==> src/rtl/scope_pkg.sv <==
// ---------------------------------------------------------------------------
// scope_pkg
// Shared definitions for the scope acquisition core: capture/dump FSM state
// encoding, decimator limits, RAM lane width and a decimation mask helper.
// ---------------------------------------------------------------------------
package scope_pkg;

    // Largest decimator exponent; the sample counter is this many bits wide.
    localparam int MAX_DECIMATOR = 15;

    // Every RAM lane holds one byte per stored sample.
    localparam int LANE_W = 8;

    typedef enum logic [3:0] {
        ST_IDLE  = 4'd0,
        ST_PRE   = 4'd1,
        ST_ARMED = 4'd2,
        ST_POST  = 4'd3,
        ST_DONE  = 4'd4,
        ST_DRD   = 4'd5,
        ST_DLAT  = 4'd6,
        ST_DSEND = 4'd7,
        ST_DWAIT = 4'd8
    } cde_state_t;

    // Wrap mask for the decimation counter: 2^d - 1.
    function automatic logic [MAX_DECIMATOR-1:0] dec_mask(input logic [3:0] d);
        logic [31:0] m;
        m = (32'd1 << d) - 32'd1;
        return m[MAX_DECIMATOR-1:0];
    endfunction

endpackage

==> src/rtl/trig_sel_edge.sv <==
// ---------------------------------------------------------------------------
// trig_sel_edge
// Selects one trigger comparator level, remembers its previous-cycle value
// and reports a one-cycle event on the chosen edge polarity or on a force.
//
// Ports:
//   clk, rst_n   clock, asynchronous active-low reset
//   trig_in      per-channel comparator levels (synchronous to clk)
//   trig_src     channel select; out-of-range selects a constant low level
//   trig_rise    1 = rising edge, 0 = falling edge
//   trig_force   immediate event request
//   trig_evt     combinational event, valid in the cycle the edge is seen
// ---------------------------------------------------------------------------
module trig_sel_edge #(
    parameter int NUM_CH = 3,
    parameter int CW     = 2
) (
    input  logic              clk,
    input  logic              rst_n,
    input  logic [NUM_CH-1:0] trig_in,
    input  logic [CW-1:0]     trig_src,
    input  logic              trig_rise,
    input  logic              trig_force,
    output logic              trig_evt
);

    logic sel_lvl;
    logic prev_lvl;
    logic edge_seen;

    always_comb begin
        sel_lvl = 1'b0;
        for (int k = 0; k < NUM_CH; k++) begin
            if (trig_src == CW'(k)) begin
                sel_lvl = trig_in[k];
            end
        end
    end

    // History follows the currently selected source so a change of source
    // while idle settles within one cycle.
    always_ff @(posedge clk or negedge rst_n) begin
        if (!rst_n) begin
            prev_lvl <= 1'b0;
        end else begin
            prev_lvl <= sel_lvl;
        end
    end

    always_comb begin
        edge_seen = trig_rise ? (sel_lvl & ~prev_lvl) : (~sel_lvl & prev_lvl);
        trig_evt  = edge_seen | trig_force;
    end

endmodule

==> src/rtl/capture_dump_engine.sv <==
// ---------------------------------------------------------------------------
// capture_dump_engine
// N-channel acquisition engine: decimates the ADC sample strobe into a
// circular capture RAM, arms after enough pre-trigger history has been
// stored, completes after trig_pos post-trigger samples, then dumps one
// channel's full record, oldest sample first, one byte per UART handshake.
//
// Ports:
//   clk, rst_n      clock, asynchronous active-low reset
//   smpl_vld        ADC sample strobe
//   trig_in         per-channel trigger levels
//   trig_src        trigger channel select
//   trig_rise       trigger polarity (1 rising, 0 falling)
//   trig_force      forced trigger while armed
//   trig_pos        stored samples after the trigger
//   decimator       store one of every 2^decimator samples
//   arm             start capture (idle only)
//   clr_cap_done    release a completed capture
//   dump            start a dump (completed capture only)
//   dump_ch         lane to dump; out-of-range lanes read as zero
//   ram_rdata       RAM read data, lane k in bits [8k+7:8k], 1-cycle latency
//   resp_sent       UART finished the current byte
//   ram_we/en/addr  registered RAM controls shared by all lanes
//   capture_done    record complete, held until released
//   resp_data       byte for the UART
//   send_resp       one-cycle send request
//   dump_done       one-cycle pulse after the last byte is acknowledged
// ---------------------------------------------------------------------------
module capture_dump_engine
    import scope_pkg::*;
#(
    parameter int NUM_CH = 3,
    parameter int DEPTH  = 512,
    parameter int AW     = $clog2(DEPTH),
    parameter int CW     = (NUM_CH > 1) ? $clog2(NUM_CH) : 1
) (
    input  logic                     clk,
    input  logic                     rst_n,
    input  logic                     smpl_vld,
    input  logic [NUM_CH-1:0]        trig_in,
    input  logic [CW-1:0]            trig_src,
    input  logic                     trig_rise,
    input  logic                     trig_force,
    input  logic [AW-1:0]            trig_pos,
    input  logic [3:0]               decimator,
    input  logic                     arm,
    input  logic                     clr_cap_done,
    input  logic                     dump,
    input  logic [CW-1:0]            dump_ch,
    input  logic [NUM_CH*LANE_W-1:0] ram_rdata,
    input  logic                     resp_sent,
    output logic                     ram_we,
    output logic                     ram_en,
    output logic [AW-1:0]            ram_addr,
    output logic                     capture_done,
    output logic [LANE_W-1:0]        resp_data,
    output logic                     send_resp,
    output logic                     dump_done
);

    localparam logic [AW:0] DEPTH_W = (AW+1)'(DEPTH);

    cde_state_t               state;
    logic [MAX_DECIMATOR-1:0] dec_cnt;
    logic [MAX_DECIMATOR-1:0] dec_cnt_nxt;
    logic [AW-1:0]            wr_ptr;
    logic [AW-1:0]            wr_ptr_nxt;
    logic [AW-1:0]            rd_ptr;
    logic [AW-1:0]            rd_ptr_nxt;
    logic [AW:0]              pre_cnt;
    logic [AW:0]              pre_cnt_nxt;
    logic [AW:0]              post_cnt;
    logic [AW:0]              post_cnt_nxt;
    logic [AW:0]              byte_cnt;
    logic [AW:0]              byte_cnt_nxt;
    logic [AW:0]              pre_target;
    logic                     capturing;
    logic                     store;
    logic                     trig_evt;
    logic [LANE_W-1:0]        lane_byte;

    trig_sel_edge #(
        .NUM_CH (NUM_CH),
        .CW     (CW)
    ) u_trig (
        .clk        (clk),
        .rst_n      (rst_n),
        .trig_in    (trig_in),
        .trig_src   (trig_src),
        .trig_rise  (trig_rise),
        .trig_force (trig_force),
        .trig_evt   (trig_evt)
    );

    // Pre-trigger history needed before the trigger may fire. trig_pos is
    // at most DEPTH-1, so the target is always at least one sample.
    always_comb begin
        pre_target   = DEPTH_W - {1'b0, trig_pos};
        capturing    = (state == ST_PRE) || (state == ST_ARMED) || (state == ST_POST);
        store        = capturing && smpl_vld && (dec_cnt == '0);
        dec_cnt_nxt  = (dec_cnt + 1'b1) & dec_mask(decimator);
        wr_ptr_nxt   = wr_ptr + 1'b1;
        rd_ptr_nxt   = rd_ptr + 1'b1;
        pre_cnt_nxt  = pre_cnt + 1'b1;
        post_cnt_nxt = post_cnt + 1'b1;
        byte_cnt_nxt = byte_cnt + 1'b1;
    end

    always_comb begin
        lane_byte = '0;
        for (int k = 0; k < NUM_CH; k++) begin
            if (dump_ch == CW'(k)) begin
                lane_byte = ram_rdata[k*LANE_W +: LANE_W];
            end
        end
    end

    // Masking the increment keeps the counter in range even if it was left
    // above a smaller wrap point; arm restarts the decimation phase.
    always_ff @(posedge clk or negedge rst_n) begin
        if (!rst_n) begin
            dec_cnt <= '0;
        end else if ((state == ST_IDLE) && arm) begin
            dec_cnt <= '0;
        end else if (smpl_vld) begin
            dec_cnt <= dec_cnt_nxt;
        end
    end

    // RAM controls are pulses rebuilt every cycle. For reads the address is
    // launched on entry to DRD, so the RAM answers during DLAT and the byte
    // is captured at the end of DLAT.
    always_ff @(posedge clk or negedge rst_n) begin
        if (!rst_n) begin
            state        <= ST_IDLE;
            wr_ptr       <= '0;
            rd_ptr       <= '0;
            pre_cnt      <= '0;
            post_cnt     <= '0;
            byte_cnt     <= '0;
            ram_we       <= 1'b0;
            ram_en       <= 1'b0;
            ram_addr     <= '0;
            capture_done <= 1'b0;
            resp_data    <= '0;
            send_resp    <= 1'b0;
            dump_done    <= 1'b0;
        end else begin
            ram_we    <= 1'b0;
            ram_en    <= 1'b0;
            send_resp <= 1'b0;
            dump_done <= 1'b0;

            if (store) begin
                ram_we   <= 1'b1;
                ram_en   <= 1'b1;
                ram_addr <= wr_ptr;
                wr_ptr   <= wr_ptr_nxt;
            end

            case (state)
                ST_IDLE: begin
                    if (arm) begin
                        wr_ptr   <= '0;
                        pre_cnt  <= '0;
                        post_cnt <= '0;
                        state    <= ST_PRE;
                    end
                end
                ST_PRE: begin
                    if (store) begin
                        pre_cnt <= pre_cnt_nxt;
                        if (pre_cnt_nxt == pre_target) begin
                            state <= ST_ARMED;
                        end
                    end
                end
                ST_ARMED: begin
                    if (trig_evt) begin
                        if (trig_pos == '0) begin
                            capture_done <= 1'b1;
                            state        <= ST_DONE;
                        end else begin
                            state <= ST_POST;
                        end
                    end
                end
                ST_POST: begin
                    if (store) begin
                        post_cnt <= post_cnt_nxt;
                        if (post_cnt_nxt == {1'b0, trig_pos}) begin
                            capture_done <= 1'b1;
                            state        <= ST_DONE;
                        end
                    end
                end
                ST_DONE: begin
                    // Release takes priority over a simultaneous dump request.
                    if (clr_cap_done) begin
                        capture_done <= 1'b0;
                        state        <= ST_IDLE;
                    end else if (dump) begin
                        rd_ptr   <= wr_ptr;
                        byte_cnt <= '0;
                        ram_en   <= 1'b1;
                        ram_addr <= wr_ptr;
                        state    <= ST_DRD;
                    end
                end
                ST_DRD: begin
                    state <= ST_DLAT;
                end
                ST_DLAT: begin
                    resp_data <= lane_byte;
                    send_resp <= 1'b1;
                    state     <= ST_DSEND;
                end
                ST_DSEND: begin
                    state <= ST_DWAIT;
                end
                ST_DWAIT: begin
                    if (resp_sent) begin
                        rd_ptr   <= rd_ptr_nxt;
                        byte_cnt <= byte_cnt_nxt;
                        if (byte_cnt_nxt == DEPTH_W) begin
                            dump_done <= 1'b1;
                            state     <= ST_DONE;
                        end else begin
                            ram_en   <= 1'b1;
                            ram_addr <= rd_ptr_nxt;
                            state    <= ST_DRD;
                        end
                    end
                end
                default: begin
                    state <= ST_IDLE;
                end
            endcase
        end
    end

endmodule

==> config.mk <==
export PLATFORM = sky130hd
export DESIGN_NAME = capture_dump_engine
export DESIGN_NICKNAME = d
export VERILOG_FILES = /design/src/rtl/scope_pkg.sv /design/src/rtl/trig_sel_edge.sv /design/src/rtl/capture_dump_engine.sv
export SDC_FILE = /design/constraint.sdc
export NUM_CORES = 1
export LEC_CHECK = 0
export BUFFER_PORTS_ARGS = -buffer_cell sky130_fd_sc_hd__buf_2
export CAP_MARGIN = 20
export CORE_MARGIN = 1
export CORE_UTILIZATION = 50
export CTS_CLUSTER_DIAMETER = 30
export CTS_CLUSTER_SIZE = 14
export DETAILED_ROUTE_END_ITERATION = 6
export GPL_ROUTABILITY_DRIVEN = 0
export MAX_ROUTING_LAYER = met4
export PLACE_DENSITY_LB_ADDON = 0.08
export SETUP_SLACK_MARGIN = 0.4
export SLEW_MARGIN = 20
export SYNTH_ARGS = -nofsm -noshare
export SYNTH_HDL_FRONTEND = slang
export SYNTH_SLANG_ARGS = --single-unit
==> constraint.sdc <==
create_clock -name clk -period 5.8 [get_ports clk]
set_input_delay 0.29 -clock clk [delete_from_list [all_inputs] [get_ports clk]]
set_output_delay 0.29 -clock clk [all_outputs]
set_load 0.005 [all_outputs]
* Word-level counts from Yosys, hierarchy flattened *
Cells that the tools add are included.

storage, ports and cells
  flip-flop bits (word level) = 90
  input bits = 53
  output and inout bits = 22

cells by class
  add/subtract/negate cells = 8
  equality and inequality tests = 27
  shift operators = 1
  muxes and demuxes = 59
  bitwise gates (word level) = 6
  reductions and logical operators = 20

operator list
  kind                                                 number
  2-to-1 mux 9 bit                                     11
  2-to-1 mux 10 bit                                    6
  one-hot mux 10 bit (2 select lines)                  3
  2-to-1 mux 4 bit                                     9
  one-hot mux 4 bit (9 select lines)                   1
  one-hot mux 9 bit (2 select lines)                   2
  adder 10 x 1 -> 10 bit (second input constant)       3
  2-to-1 mux 15 bit                                    2
  2-to-1 mux 8 bit                                     3
  2-to-1 mux 1 bit                                     19
  adder 9 x 1 -> 9 bit (second input constant)         2
  == test 4 x 3 -> 1 bit (second input constant)       4
  != test 2 bit (second input constant)                8
  adder 15 x 1 -> 15 bit (second input constant)       1
  bitwise AND 15 bit                                   1
  logical NOT 15 bit                                   1
  left shift 1 x 4 -> 15 bit (first input constant)    1
  subtractor 15 x 1 -> 15 bit (second input constant)  1
  == test 10 bit                                       1
  == test 10 bit (second input constant)               1
  == test 10 x 9 -> 1 bit                              1
  subtractor 10 x 9 -> 10 bit (first input constant)   1
  logical NOT 9 bit                                    1
  == test 4 x 2 -> 1 bit (second input constant)       2
  22 further kinds                                     36

* Logic depth before layout (Yosys ltp) *
  word-level depth = 10
  mapped depth = 11
  gate-level depth less buffers = 10

* Hierarchy *
From an unflattened synthesis, not the netlist that was laid out.

unflattened totals
  cell total of the unflattened synthesis = 704
  area, all modules = 5851.9 um2

modules (own cells, without submodules)
  module               instances  cells an instance  area each (um2)  sequential area each (um2)
  capture_dump_engine  1          694                5768.0           2227.1
  trig_sel_edge        1          10                 83.8             25.0

* Worst setup path after synthesis *
No wires, ideal clock.

  path type = register to register
  from = reg post_cnt[0]
  to = reg state[0]
  library setup time = 0.125 ns
  arrival = 2.424 ns
  data required time = 5.675 ns
  path slack = 3.250 ns
  cell stages (with the launch flop) = 9
  buffers on the path = 0
  period minus slack after synthesis = 2.550 ns
  path through = dfrtp_1 > ha_1 > nand3_1 > or3_1 > nor3_1 > a21oi_1 > o41a_1 > nor3_2 > mux2_4

between the ends
  word-level cells in the longest chain between the ends = 4

RTL lines
  element                           line                        text
  start: declaration                capture_dump_engine.sv:72   logic [AW:0] post_cnt;
  start signal: assignment          capture_dump_engine.sv:190  post_cnt <= post_cnt_nxt;
  adder 10 x 1 -> 10 bit            capture_dump_engine.sv:105  post_cnt_nxt = post_cnt + 1'b1;
  == test 10 x 9 -> 1 bit           capture_dump_engine.sv:191  if (post_cnt_nxt == {1'b0, trig_pos}) begin
  != test 2 x 1 -> 1 bit (no line)  -
  AND reduction 8 bit (no line)     -
  end signal: assignment            capture_dump_engine.sv:193  state <= ST_DONE;
  end signal: assignment            capture_dump_engine.sv:201  state <= ST_IDLE;
  end signal: assignment            capture_dump_engine.sv:207  state <= ST_DRD;
  end: declaration                  capture_dump_engine.sv:63   cde_state_t state;

Every way passes these cells.
A chain may end at the register's enable or synchronous reset.

* Worst setup path in the final report *
Ends and elaborated chain as after synthesis.

==> impl_results.md <==
* Vias at about 5300
* Slew Viols, Final at 0
* Filler cells at about 1000
* Die span in y at around 110 um
* RSZ-0062 raised after global routing: no
* Top Ports at 75
* Antenna cells at 0
* Pwr Density at 322.2 nW/um^2
* TritonRoute pass-1 iters at 5
* Dpl cells at between 800 and 900
* Num Clock Sinks at 90
* Synth top cells by count: 90 x dfrtp_1, 86 x nor2_1, 60 x o21ai_0
* Post-Syn Nets at approximately 760
* Clock slew at reported path FFs at approximately 0.070 ns
* CP Launch Type: flop
* CTS buffer count at 9
* Starting Density at about half
* Finished Core Util at around 57%
* Sequential Area at between 2000 and 2500 um^2
* Remaining global-route overflow at 0
* Layout area overhead at 12.03%
* CTS tree: done
* Post-Synthesis Cells at around 700
* Worst EP arrival at between 3 and 4 ns
* Fmax at around 350 MHz
* Row Count at 39
* Post-route insts no fill at 892
* Routed wire length at around 14000 um
* Post-CTS sizing at 0
* Most numerous cell in the Yosys netlist: dfrtp_1
* Final TNS setup at 0 ns
* Power consumption at 0.002102 W
* Worst-margin pin slew at 1.051 ns
* Setup-failing EPs final at 0
* Pin count of the biggest net entering global routing at 47
* Sequential cell area fraction in the yosys report at around 39%
* Clk buf depth at 2
* Synth area leader: dfrtp_1
* Wire per inst at roughly 16 um
* Antenna-violating nets left at 0
* Crit path max fanout at 7
* Worst EP required at a little over 6 ns
* Worst ir drop on vdd at 218.7 uV
* Total track usage at 25.73%
* Ys async rst share at 100.0%
* DRC at 0
* Core ar. at around 11000 um^2
* HP Class: in2reg
* Synth area leaders: dfrtp_1 39%, nor2_1 5.5%, o21ai_0 5.2%
* Total die area at approximately 12000 um^2
* Rel. slew slack at between 20% and 30%
* Critical Path Sink Type: flop
* Period utilization at 48.67%
* Clock root cell: clkbuf_16
* Syn Area/Cell at about 8.4 um^2
* Post-Route Skew at ~0.0069 ns
* MaxCap Viol Count at 0
* PortBufs at 74
* Via density at around 5.9
* Leak pwr at about 2.9 nW
* Horiz. Die Dim at 109.9 um
* Synth warnings at 0
* #FFs+latches synth at 90
* Post-Syn Area at approximately 5800 um^2
* Nets at 807
* Post-synth EDFFs at 0
* Area of the multi-input gates at 3311 um^2
* Yosys top cell area share at about two fifths
* Count of cell types in the netlist at 69
* Vias in the first global route at about 4800
* Final Hold Vio Count at 0
* Status: completed
* Share of cells above drive strength 1 at 14.69%
* Clk Latency, worst-skew pair at roughly 0.35 ns
* Initial antenna violation count at 0
* Clock period minus final worst setup slack at ~2.8 ns
* Post-DP HPWL at about 10000 um
* # H-tree levels at 3
* Synth Flop Type: dfrtp_1
* First-pass GRT wire length at between 20000 and 25000 um
* Crit Path Class: reg2reg
* Initial DRC count at between 300 and 400
## worst paths after layout
check,start,to,slack [ns],cells after the start
max in group asynchronous,rst_n,rd_ptr[1]$_DFFE_PN0P_,4.29,3
min in group asynchronous,rst_n,resp_data[5]$_DFFE_PN0P_,0.49,2
min reg2reg,rd_ptr[7]$_DFFE_PN0P_,rd_ptr[7]$_DFFE_PN0P_,0.48,2
max reg2reg,post_cnt[0]$_DFFE_PN0P_,state[0]$_DFFE_PN0P_,2.98,8
max,post_cnt[0]$_DFFE_PN0P_,state[0]$_DFFE_PN0P_,2.98,8
min,clr_cap_done,capture_done$_DFFE_PN0P_,0.20,2
## power by group
group,total (W),internal [W],switching (W)
logic,0.000648,0.000276,0.000372
clock network,0.000566,0.000303,0.000263
registers,0.000888,0.000750,0.000138
## cell usage in the layout (no fill, tap or decap), drive strengths merged, types with 3 or more instances in the layout
master	instances
or4	3
buf	78
o22a	6
and4	3
and3	17
o21a	3
nand4	13
o41ai	3
o31ai	11
clkbuf	10
a2bb2oi	3
ha	10
nor3b	6
xnor2	25
a22oi	3
clkinv	5
nand3	37
nor3	18
inv	25
a221o	9
a21o	3
nand2b	5
or2	4
nor2	86
nor4b	3
or3	6
o21ai	60
o22ai	6
nor2b	5
and2	5
nor4	12
xor2	19
a21oi	44
nand2	58
dfrtp	90
a31oi	10
mux2i	14
nand3b	4
## stage by stage
stage               setup WS [ns]  cell area, um^2  hold WS, ns
global placement            2.984             6235       0.3230
detailed placement          2.888             6235       0.3259
floorplan                   3.250             5824    -0.005591
global route                2.742             6525       0.2055
finish                      2.977             6525       0.2019
CTS                         3.002             6525       0.1924
## area by class of cell
cell class | count | share of cell area (%)
Clock buffer | 10 | 3.663
Multi-Input combinational cell | 540 | 50.74
Sequential cell | 90 | 34.52
Timing Repair Buffer | 79 | 6.328
Inverter | 24 | 1.381
Clock inverter | 6 | 0.6328
Tap cell | 143 | 2.742
## registers in the layout (all words and copies together), names as in the netlist, 4 cells and up
register / cells
post_cnt: 10
ram_addr: 9
resp_data: 8
pre_cnt: 10
rd_ptr: 9
byte_cnt: 10
state: 4
dec_cnt: 15
wr_ptr: 9
## cell families (layout without fill, tap and decap cells)
kind of cell / after synthesis / in the layout / share of synthesized area, %
DFF: 90 / 90 / 38.67
muxes: 15 / 15 / 2.664
AOI/OAI and AO/OA: 178 / 178 / 19.55
and+or+nand+nor: 291 / 291 / 25.09
buffers and inverters: 65 / 119 / 4.490
xor gates and xnor gates: 46 / 46 / 7.390
adders and majority gates: 10 / 10 / 2.148
## per-layer routing
layer  vias to the layer above  track usage [%]  share of wire [%]
met4                         0            8.571                1.4
met1                      2505            34.81                 47
li1                       2613                -                  -
met2                       133            39.42                 47
met5                         -                -                  0
met3                        14            3.853                4.3
## worst max-delay path, stage by stage (launching register included)
cell	delay (ns)
dfrtp_1	0.44
ha_1	0.26
nand3_1	0.23
or3_1	0.40
a32oi_1	0.22
a21oi_1	0.09
o41a_1	0.47
nor3_2	0.28
mux2_4	0.32
## what timing repair did
item | 4_1_cts | 5_1_grt
hold endpoints to repair | 44 | 0
setup buffers | 0 | 0
hold buffers | 1 | 0
Power figures use the tool's default switching activity.
